<file path="src/rtl/bopit_engine.sv">
// bopit_engine: reaction-game controller. Issues a random switch/button command,
// times the response in ticks, and tracks BCD score, lives and difficulty level.
//   state | meaning
//   IDLE  | waiting for start after reset
//   ARM   | one cycle: pick command, load response window
//   WAIT  | watching for the commanded action or a timeout
//   WIN   | counting DELAY ticks before scoring and re-arming
//   OVER  | lives exhausted, outputs frozen until start
module bopit_engine #(
    parameter int N_SW    = 8,
    parameter int N_BTN   = 4,
    parameter int LIVES   = 3,
    parameter int T_START = 10,
    parameter int T_MIN   = 3,
    parameter int STEP    = 5,
    parameter int DELAY   = 3
) (
    input  logic             clk,
    input  logic             rst,
    input  logic             tick,
    input  logic             start,
    input  logic [N_SW-1:0]  sw,
    input  logic [N_BTN-1:0] btn,
    input  logic [7:0]       rnd,
    output logic [4:0]       cmd,
    output logic             cmd_is_btn,
    output logic [6:0]       time_left,
    output logic [3:0]       score_tens,
    output logic [3:0]       score_ones,
    output logic [2:0]       lives_left,
    output logic [2:0]       state,
    output logic             snd_ok,
    output logic             snd_fail,
    output logic             game_over
);
    localparam int NA = N_SW + N_BTN;

    typedef enum logic [2:0] {
        S_IDLE = 3'd0,
        S_ARM  = 3'd1,
        S_WAIT = 3'd2,
        S_WIN  = 3'd3,
        S_OVER = 3'd4
    } state_t;

    state_t           r_state;
    logic [N_SW-1:0]  r_sw_q;
    logic [N_BTN-1:0] r_btn_q;
    logic [4:0]       r_cmd;
    logic [6:0]       r_time;
    logic [3:0]       r_tens;
    logic [3:0]       r_ones;
    logic [2:0]       r_lives;
    logic [6:0]       r_level;
    logic [3:0]       r_wins;
    logic [7:0]       r_dly;
    logic             r_snd_ok;
    logic             r_snd_fail;
    logic             r_game_over;

    logic [NA-1:0]    w_act;
    logic [NA-1:0]    w_cmd_oh;
    logic             w_any;
    logic             w_hit;
    logic             w_miss;
    logic [6:0]       w_t_raw;
    logic [6:0]       w_arm_time;
    logic [2:0]       w_lives_dec;

    // Action vector uses the same indexing as command codes: switches low, buttons high.
    assign w_act       = {btn & ~r_btn_q, sw ^ r_sw_q};
    assign w_cmd_oh    = NA'(1) << r_cmd;
    assign w_any       = |w_act;
    assign w_hit       = (w_act == w_cmd_oh);
    assign w_miss      = (r_state == S_WAIT) && (w_any ? !w_hit : (tick && r_time == 7'd1));
    assign w_t_raw     = 7'(T_START) - r_level;
    assign w_arm_time  = (w_t_raw > 7'(T_MIN)) ? w_t_raw : 7'(T_MIN);
    assign w_lives_dec = r_lives - 3'd1;

    always_ff @(posedge clk) begin
        if (rst) begin
            r_state     <= S_IDLE;
            r_sw_q      <= sw;
            r_btn_q     <= btn;
            r_cmd       <= '0;
            r_time      <= '0;
            r_tens      <= '0;
            r_ones      <= '0;
            r_lives     <= 3'(LIVES);
            r_level     <= '0;
            r_wins      <= '0;
            r_dly       <= '0;
            r_snd_ok    <= 1'b0;
            r_snd_fail  <= 1'b0;
            r_game_over <= 1'b0;
        end else begin
            r_sw_q     <= sw;
            r_btn_q    <= btn;
            r_snd_ok   <= 1'b0;
            r_snd_fail <= 1'b0;
            if (start) begin
                r_state     <= S_ARM;
                r_tens      <= '0;
                r_ones      <= '0;
                r_lives     <= 3'(LIVES);
                r_level     <= '0;
                r_wins      <= '0;
                r_game_over <= 1'b0;
            end else begin
                case (r_state)
                    S_IDLE: ;
                    S_ARM: begin
                        r_cmd   <= 5'(rnd % 8'(NA));
                        r_time  <= w_arm_time;
                        r_state <= S_WAIT;
                    end
                    S_WAIT: begin
                        if (w_miss) begin
                            r_snd_fail <= 1'b1;
                            r_lives    <= w_lives_dec;
                            if (w_lives_dec == 3'd0) begin
                                r_state     <= S_OVER;
                                r_game_over <= 1'b1;
                            end else begin
                                r_state <= S_ARM;
                            end
                        end else if (w_any) begin
                            r_snd_ok <= 1'b1;
                            r_dly    <= 8'(DELAY);
                            r_state  <= S_WIN;
                        end else if (tick) begin
                            r_time <= r_time - 7'd1;
                        end
                    end
                    S_WIN: begin
                        if (tick) begin
                            if (r_dly <= 8'd1) begin
                                // BCD increment, holding at 99
                                if (!(r_tens == 4'd9 && r_ones == 4'd9)) begin
                                    if (r_ones == 4'd9) begin
                                        r_ones <= 4'd0;
                                        r_tens <= r_tens + 4'd1;
                                    end else begin
                                        r_ones <= r_ones + 4'd1;
                                    end
                                end
                                if (r_wins == 4'(STEP - 1)) begin
                                    r_wins <= '0;
                                    if (w_t_raw > 7'(T_MIN))
                                        r_level <= r_level + 7'd1;
                                end else begin
                                    r_wins <= r_wins + 4'd1;
                                end
                                r_state <= S_ARM;
                            end else begin
                                r_dly <= r_dly - 8'd1;
                            end
                        end
                    end
                    S_OVER: ;
                    default: r_state <= S_IDLE;
                endcase
            end
        end
    end

    assign cmd        = r_cmd;
    assign cmd_is_btn = (r_cmd >= 5'(N_SW));
    assign time_left  = r_time;
    assign score_tens = r_tens;
    assign score_ones = r_ones;
    assign lives_left = r_lives;
    assign state      = r_state;
    assign snd_ok     = r_snd_ok;
    assign snd_fail   = r_snd_fail;
    assign game_over  = r_game_over;
endmodule

</file>
<file path="config.mk">
export PLATFORM = sky130hd
export DESIGN_NAME = bopit_engine
export DESIGN_NICKNAME = d
export VERILOG_FILES = /design/src/rtl/bopit_engine.sv
export SDC_FILE = /design/constraint.sdc
export NUM_CORES = 1
export LEC_CHECK = 0
export ABC_AREA = 1
export ABC_CLOCK_PERIOD_IN_PS = 1900
export CORE_ASPECT_RATIO = 0.6
export CORE_MARGIN = 5
export CORE_UTILIZATION = 50
export DETAILED_ROUTE_END_ITERATION = 8
export GPL_ROUTABILITY_DRIVEN = 0
export GPL_TIMING_DRIVEN = 0
export PLACE_DENSITY = 0.84
export SYNTH_ARGS = -nofsm -noshare
export SYNTH_HDL_FRONTEND = slang
export SYNTH_SLANG_ARGS = --single-unit
</file>
<file path="constraint.sdc">
create_clock -name clk -period 1.9 [get_ports clk]
set_clock_uncertainty 0.1 [all_clocks]
set_input_delay 0.19 -clock clk [delete_from_list [all_inputs] [get_ports clk]]
set_output_delay 0.19 -clock clk [all_outputs]
set_load 0.02 [all_outputs]
</file>
==> impl_metrics.toml, run 1 <==
[status]
status = "complete, but fails checks"
violations = "negative setup slack"

[cells_and_area]
multi_input_area_um2 = 2430
layout-drive-gt1-share_pct = 21.8
seq_area_um2 = 1230
fin_cells = 773
stdcell_area_um2 = 5230
final_util_pct = 72.3
layout.cells.most_common = "nand2_1"
antennaDiodeCount = 0
fillers = 529
syn2layout_area_growth_pct = 41.6
layout.nets = 700
layout.cells.most_common_list = "nand2_1 (130), inv_1 (72), nor2_1 (56)"

[floorplanning]
die_h_um = 76.6
start_util_pct = 51.1
die_x_um = 121
core-area_um2 = 7240
ios = 54
num_rows = 24
die_area_um2 = 9270

[place]
dp_hpwl_mm = 7.29
dpl-instance-area_um2 = 4380
io_buffers = 52
dp_cells = 730

[power_and_ir_drop]
powerDensity_nw_per_um2 = 685
combPwrFrac_pct = 11.2
internal-power_mw = 2.72
max-vdd-ir-drop_v = 0.000831
p_seq_share_pct = 36.5
p_leak_nw = 2.36
sw_frac_of_total_pct = 24.2
p_sw_mw = 0.867
clkPwrFrac_pct = 52.3

[clocking]
cts_buffers = 9
cts_sinks = 60
htree_levels = 3
clk_latency_ps = 340
ctsHoldBuffers = 0
cts_max_path_buffers = 2
clk_pin_slew_ps = 60
cts-root-buf = "clkbuf_16"
cts_tree = "done"

[hold_path]
min_path_type = "input pin to flop"

[yosys]
synth.distinct_cells = 38
ys_top_cells_by_area = "dfxtp_1 (32%), nand2_1 (15%), inv_1 (7.8%), nand3_1 (7.2%), nor2_1 (6.5%)"
synth_seq_area_share_pct = 32.5
ys_warn_count = 0
synth_ff_type = "dfxtp_1"
synth_top_area_cell = "dfxtp_1"
synth.net_count = 610
netlist_area_um2 = 3700
synthArstFlopShare_pct = 0
synth_top_area_share_pct = 32.5
ys_ff_latch = 60
synth_edf_count = 0
synth.avg_cell_area_um2 = 6.44
syn-instance-count = 574

[sta]
worstMarginPinSlew_ps = 684
max_slew_margin_pct = 54.3
timing.fmax_mhz = 455
timing.hold.ws_ps = 66.6
grt_setup_unrepaired = "true"
final-hold-violation-count = 0
period_share_pct = 116
worst_slack_ps = -300
drv_slew = 0
fin_crit_ps = 2200
finalSetupViolCount = 43

[global_route]
grt_pass1_wl_mm = 17.9
grt-ovfl-total = 0
grtUsageTotal_pct = 23.6
antenna_found_initial = 0
grt_max_degree = 11
grt_pass1_vias = 3836

[critical_path]
regToRegSetupSlack_ps = -300
crit_required_ps = 2070
critPathCaptureType = "flop"
startpoint_type = "flop"
r2r-end = "score_tens[3]"
crit_path_start = "r_dly[0]"
worstRegToRegCells = 15
path_class = "flop to flop"
cp-endpoint = "score_tens[3]"
crit_path_max_fanout = 4
arrival_ps = 2370
r2r_start = "r_dly[0]"

[detailed_routing]
wire_per_inst_um = 15.0
drt_iter0_drc = 527
viasPerCell = 5.45
antenna_left = 0
dr.pass1.iters = 8
via_count = 4213
drc = 0
wl_mm = 11.6

[flow_run]
drv_cap = 0
==> critical path, cell delays in order, from the launching register on <==
cell     delay [ps]
dfxtp_4         370
inv_4            60
ha_4            120
nor2_2           50
nor2_2          170
nand3_2         190
buf_6           180
nor2_4           90
nand2_4          80
nor2_4          100
nand3_2          90
inv_2           100
nand4_1          90
xnor2_1         190
inv_1            60
nor2_1           70
==> worst min-delay path by stage <==
stage,startpoint,endpoint,slack (ps),depth (start not counted)
after floorplan,btn[0],r_btn_q[0],120,0
after global placement,game_over,game_over,340,2
after detailed placement,game_over,game_over,350,2
after CTS,sw[3],r_sw_q[3],60,1
after global routing,sw[3],r_sw_q[3],80,1
final,sw[3],r_sw_q[3],70,1
==> state kept, by name, summed over array words and instances (netlist names) <==
register and count:
score_ones 4, time_left 7, r_sw_q 8, r_level 7, snd_ok 1, state 3
lives_left 3, r_wins 4, snd_fail 1, game_over 1, r_btn_q 4, score_tens 4
cmd 5, r_dly 8
==> metal layers <==
metal / track usage, % / share of wire [%] / up-vias / routed length (µm)
met4: 8.82 / 2.0 / 0 / 231
met1: 30.2 / 43 / 1944 / 5020
li1: - / - / 2017 / -
met2: 37.6 / 47 / 224 / 5480
met3: 6.90 / 7.5 / 28 / 864
met5: 0 / 0 / - / 0
==> cell type report <==
cell class | instances | share of cell area (%)
clock inverter | 5 | 1.91
clock buffer | 11 | 4.45
buffer | 7 | 0.574
sequential | 60 | 23.5
tap | 104 | 2.49
multi-input combinational | 417 | 46.4
inverter | 92 | 6.84
timing repair buffer | 77 | 13.9
==> cell families (layout without fill, tap and decap cells) <==
| logic type | count (synthesis) | after routing | share of synthesized area (%) |
|---|---|---|---|
| buffers and inverters | 100 | 192 | 10.3 |
| AND/OR/NAND/NOR | 313 | 316 | 38.8 |
| adder cells (fa/ha/maj) | 12 | 12 | 4.06 |
| XOR/XNOR | 17 | 17 | 4.03 |
| AO/OA/AOI/OAI | 72 | 72 | 10.3 |
| flip-flops | 60 | 60 | 32.5 |
==> power by group through the flow <==
stage | Clock, mW | Combinational, mW | Sequential [mW]
6_report | 1.87 | 0.403 | 1.31
5_1_grt | 1.95 | 0.440 | 1.31
4_1_cts | 1.88 | 0.379 | 1.31
3_5_place_dp | 0 | 0.358 | 1.33
3_3_place_gp | 0 | 0.341 | 1.33
2_1_floorplan | 0 | 0.211 | 1.34
==> cells in the mapped netlist, drive strengths merged, types with 5 or more instances <==
master / number
dfxtp: 60
nor3: 10
ha: 12
a21oi: 38
clkbuf: 6
nor2: 74
o21ai: 27
nand3: 54
xor2: 12
nand2: 153
xnor2: 5
inv: 92
nand4: 16
==> through the flow <==
step | setup slack [ps] | power (mW) | setup TNS (ps)
after floorplan | 4.63 | 1.55 | 0
after global placement | -390 | 1.67 | -9120
after detailed placement | -471 | 1.69 | -12350
after CTS | -152 | 3.56 | -2970
after global routing | -458 | 3.70 | -12880
final | -300 | 3.58 | -6840
==> timing repair <==
action,in CTS,in global routing
endpoints found under the hold margin,0,0
setup endpoints to repair,39,47
setup buffers,14,11
pin swaps,21,29
gates resized for setup,42,64
cloned,2,1
No activity file was read; power rests on OpenSTA's default activity.
==> run 2: changes to the inputs <==
--- a/config.mk
+++ b/config.mk
@@ -11,7 +11,6 @@
 export CORE_MARGIN = 5
 export CORE_UTILIZATION = 50
 export DETAILED_ROUTE_END_ITERATION = 8
-export GPL_ROUTABILITY_DRIVEN = 0
 export GPL_TIMING_DRIVEN = 0
 export PLACE_DENSITY = 0.84
 export SYNTH_ARGS = -nofsm -noshare
==> impl_metrics.toml, run 2 (same netlist as run 1, synthesis figures left out) <==
[floorplanning]
die_x_um = 121
ios = 54
start_util_pct = 51.1
die_h_um = 76.6
core-area_um2 = 7240
num_rows = 24
die_area_um2 = 9270

[detailed_routing]
drc = 0
dr.pass1.iters = 6
wl_mm = 14.3
viasPerCell = 5.78
wire_per_inst_um = 17.9
via_count = 4604
antenna_left = 0
drt_iter0_drc = 502

[power_and_ir_drop]
max-vdd-ir-drop_v = 0.000344
powerDensity_nw_per_um2 = 618
p_leak_nw = 2.50

[cells_and_area]
layout.cells.most_common_list = "nand2_1 (127), inv_1 (72), nor2_1 (51), clkdlybuf4s50_1 (51), dfxtp_1 (50)"
antennaDiodeCount = 0
layout-drive-gt1-share_pct = 27.1
final_util_pct = 75.6
biggestRegsByFlops = "r_dly (8), r_sw_q (8)"
layout.nets = 724
fillers = 457
fin_cells = 797
layout.cells.most_common = "nand2_1"
syn2layout_area_growth_pct = 48.0

[global_route]
antenna_found_initial = 0
grt_pass1_wl_mm = 19.1
grt_pass1_vias = 4130
grt_max_degree = 11
grt-ovfl-total = 0
grtUsageTotal_pct = 25.4

[sta]
max_slew_margin_pct = 56.9
period_share_pct = 120
drv_slew = 0
timing.hold.ws_ps = 229
timing.fmax_mhz = 438
final-hold-violation-count = 0
tns_ps = -10030
worstMarginPinSlew_ps = 647
finalSetupViolCount = 42
grt_setup_unrepaired = "true"
worst_slack_ps = -381
fin_crit_ps = 2280

[critical_path]
critPathCaptureType = "flop"
arrival_ps = 2430
startpoint_type = "flop"
crit_required_ps = 2050
path_class = "flop to flop"
worstRegToRegCells = 12
crit_path_max_fanout = 7

[hold_path]
whs_path_depth = 1
min_path_type = "input pin to flop"

[status]
status = "complete, but fails checks"
violations = "negative setup slack"

[clocking]
cts_tree = "done"
clk_pin_slew_ps = 60
cts-root-buf = "clkbuf_16"
cts_sinks = 60
ctsHoldBuffers = 0
clk_latency_ps = 340
cts_buffers = 9
htree_levels = 3
cts_max_path_buffers = 2

[place]
io_buffers = 52
dp_hpwl_mm = 7.44
gp_congestion = 0.922
dp_cells = 730
place_ws_ps = -449

[flow_run]
drv_cap = 0
run 2: cell count changes in the layout (fill, tap and decap cells not counted), sizes merged:
cell / previous run / this run
buf: 25 / 50
bufinv: 3 / 1
clkinvlp: 0 / 1
dlygate4sd2: 1 / 0
dlymetal6s2s: 0 / 1
clkinv: 2 / 3
nand2: 155 / 154
run 2: critical path: stages, from the launching register on:
cell,delay [ps]
dfxtp_4,370
buf_4,160
nor2_4,210
nand3b_1,150
nand2_2,110
nand2_1,70
nor2_1,110
nand2_1,90
nor2_2,100
nand4_2,120
nand2_4,190
nand3_1,140
a21oi_1,250
run 2: where the power goes:
group | internal [mW] | switching (mW) | leakage, nW
Sequential | 1.28 | 0.0298 | 0.495
Combinational | 0.174 | 0.276 | 1.86
Clock | 1.01 | 0.614 | 0.139
Total | 2.46 | 0.919 | 2.50
run 2: what timing repair did:
item,4_1_cts,5_1_grt
buffers inserted,27,24
endpoints found under the setup margin,40,47
gates cloned,1,1
gates resized for setup,44,91
pin swaps,38,46
run 2: cell type report:
cell class,instances,area [µm²],share of cell area (%)
Buffer,7,32.5,0.595
Clock buffer,11,233,4.25
Clock inverter,5,52.6,0.961
Inverter,92,363,6.63
Multi-Input combinational cell,416,2470,45.1
Sequential cell,60,1230,22.4
Tap cell,104,130,2.38
Timing Repair Buffer,102,965,17.6
run 2: path summary, 6_finish.rpt:
check | from | to | slack [ps]
max | cmd[2] | r_dly[2] | -380
min | btn[0] | r_btn_q[0] | 230
max reg2reg | cmd[2] | r_dly[2] | -380
min reg2reg | game_over | game_over | 360
run 2: metal layers:
| layer | global-route usage, % | part of all wire (%) | vias to the layer above |
|---|---|---|---|
| met5 | 0 | 0 | - |
| met4 | 14.4 | 7.2 | 0 |
| met3 | 5.79 | 9.9 | 111 |
| met2 | 42.3 | 45 | 351 |
| met1 | 30.1 | 38 | 2078 |
| li1 | - | - | 2064 |
run 2: through the flow:
step	power (mW)	instance area (µm²)
after floorplan	1.55	3730
after global placement	1.67	4380
after detailed placement	1.69	4380
after CTS	3.28	5030
after global routing	3.47	5470
final	3.38	5470
==> run 3: changes to the inputs <==
==> constraint.sdc (replaced) <==
create_clock -name clk -period 1.9 [get_ports clk]
set_clock_uncertainty 0.1 [all_clocks]
set_input_delay 0.285 -clock clk [delete_from_list [all_inputs] [get_ports clk]]
set_output_delay 0.285 -clock clk [all_outputs]
set_load 0.02 [all_outputs]
==> impl_metrics.toml, run 3 (same netlist as run 1, synthesis figures left out) <==
[cells_and_area]
layout.cells.most_common_list = "nand2_1 (123), inv_1 (68), dfxtp_1 (50)"
final_util_pct = 77.0
syn2layout_area_growth_pct = 50.7
layout-drive-gt1-share_pct = 29.8
biggestRegsByFlops = "r_dly (8), r_sw_q (8)"
antennaDiodeCount = 0
fillers = 450
layout.nets = 723
fin_cells = 796
layout.cells.most_common = "nand2_1"

[global_route]
grt-ovfl-total = 0
antenna_found_initial = 0
grt_pass1_wl_mm = 18.5
grt_max_degree = 11
grt_pass1_vias = 3957
grtUsageTotal_pct = 24.5

[floorplanning]
die_area_um2 = 9270
ios = 54
die_x_um = 121
num_rows = 24
core-area_um2 = 7240
start_util_pct = 51.1
die_h_um = 76.6

[detailed_routing]
drc = 5
wl_mm = 14.7
viasPerCell = 5.98
wire_per_inst_um = 18.5
drt_iter0_drc = 640
via_count = 4759
dr.pass1.iters = 9
antenna_left = 0

[clocking]
cts_buffers = 9
htree_levels = 3
ctsHoldBuffers = 0
clk_pin_slew_ps = 60
cts_sinks = 60
cts-root-buf = "clkbuf_16"
clk_latency_ps = 340
cts_max_path_buffers = 2
cts_tree = "done"

[sta]
drv_slew = 0
worst_slack_ps = -620
max_slew_margin_pct = 53.4
timing.fmax_mhz = 397
period_share_pct = 133
fin_crit_ps = 2520
grt_setup_unrepaired = "true"
worstMarginPinSlew_ps = 699
finalSetupViolCount = 41
final-hold-violation-count = 0

[critical_path]
slowest_stage = "dfxtp_2"
path_delay_family = "simple AND/OR/NAND/NOR gates"
critPathCaptureType = "flop"
arrival_ps = 2670
crit_chain = "inv_1, nand2_2, nor2_2, nand3_1, nand2_1, nand4_1, nor2_4, nand4_4, nand2_2, nand3_1, a21oi_1"
crit_path_max_fanout = 5
critPathBufInv = 1
path_class = "flop to flop"
cpPeakStageDelay_ps = 370
crit_required_ps = 2050
startpoint_type = "flop"

[place]
dp_cells = 730
io_buffers = 52
dp_hpwl_mm = 7.44
gp_congestion = 0.922

[status]
violations = "design-rule violations, negative setup slack"
status = "complete, but fails checks"

[power_and_ir_drop]
powerDensity_nw_per_um2 = 611
p_leak_nw = 2.57
max-vdd-ir-drop_v = 0.000368

[hold_path]
min_path_type = "input pin to flop"

[flow_run]
drv_cap = 0
[run 3: changes by cell type in the layout (fill, tap and decap cells not counted), sizes merged]
cell,change
clkdlybuf4s50,-9
clkbuf,-2
dlygate4sd2,+1
inv,-1
dlymetal6s2s,+8
clkinvlp,+1
nand2,+1
[run 3: layer usage]
metal / share of wire (%) / global-route usage, % / up-vias
li1: - / - / 2060
met1: 36 / 30.1 / 2154
met2: 44 / 40.2 / 402
met3: 11 / 6.45 / 143
met4: 8.1 / 10.5 / 0
met5: 0 / 0 / -
[run 3: stage by stage]
stage | setup TNS, ps | total power, mW | cell area [µm²] | setup slack [ps] | hold slack [ps]
finish | -12460 | 3.40 | 5570 | -620 | 10.7
global route | -15660 | 3.49 | 5570 | -653 | 15.3
CTS | -2920 | 3.28 | 4990 | -161 | 272
detailed placement | -15870 | 1.69 | 4380 | -544 | 347
global placement | -13320 | 1.67 | 4380 | -508 | 343
floorplan | 0 | 1.55 | 3730 | 4.63 | 213
[run 3: area by class of cell]
| class | count | area [µm²] | share of cell area, % |
|---|---|---|---|
| clock buffers | 11 | 233 | 4.18 |
| clock inverters | 5 | 52.6 | 0.944 |
| flip-flops and latches | 60 | 1230 | 22.1 |
| multi-input cells | 417 | 2590 | 46.6 |
| plain buffers | 7 | 32.5 | 0.584 |
| repair buffers | 100 | 932 | 16.7 |
| inverters | 92 | 364 | 6.54 |
| well taps | 104 | 130 | 2.34 |
[run 3: final timing paths]
path               from    endpoint  slack, ps  cells after the start
max              cmd[4]    r_dly[1]       -620                     11
min               sw[4]   r_sw_q[4]         10                      1
max reg2reg      cmd[4]    r_dly[1]       -620                     11
min reg2reg  r_level[5]  r_level[5]        380                      1
[run 3: repair_timing]
item | 4_1_cts | 5_1_grt
endpoints found under the setup margin | 41 | 48
resized for setup | 41 | 127
buffers inserted | 23 | 25
endpoints found under the hold margin | 0 | 0
gates cloned | 2 | 1
pin swaps | 35 | 46
[run 3: power breakdown]
group | internal, mW | switching (mW) | leakage [nW] | total (mW)
clock | 1.01 | 0.610 | 0.139 | 1.62
combinational | 0.178 | 0.294 | 1.94 | 0.473
sequential | 1.28 | 0.0333 | 0.496 | 1.31
total | 2.46 | 0.937 | 2.57 | 3.40
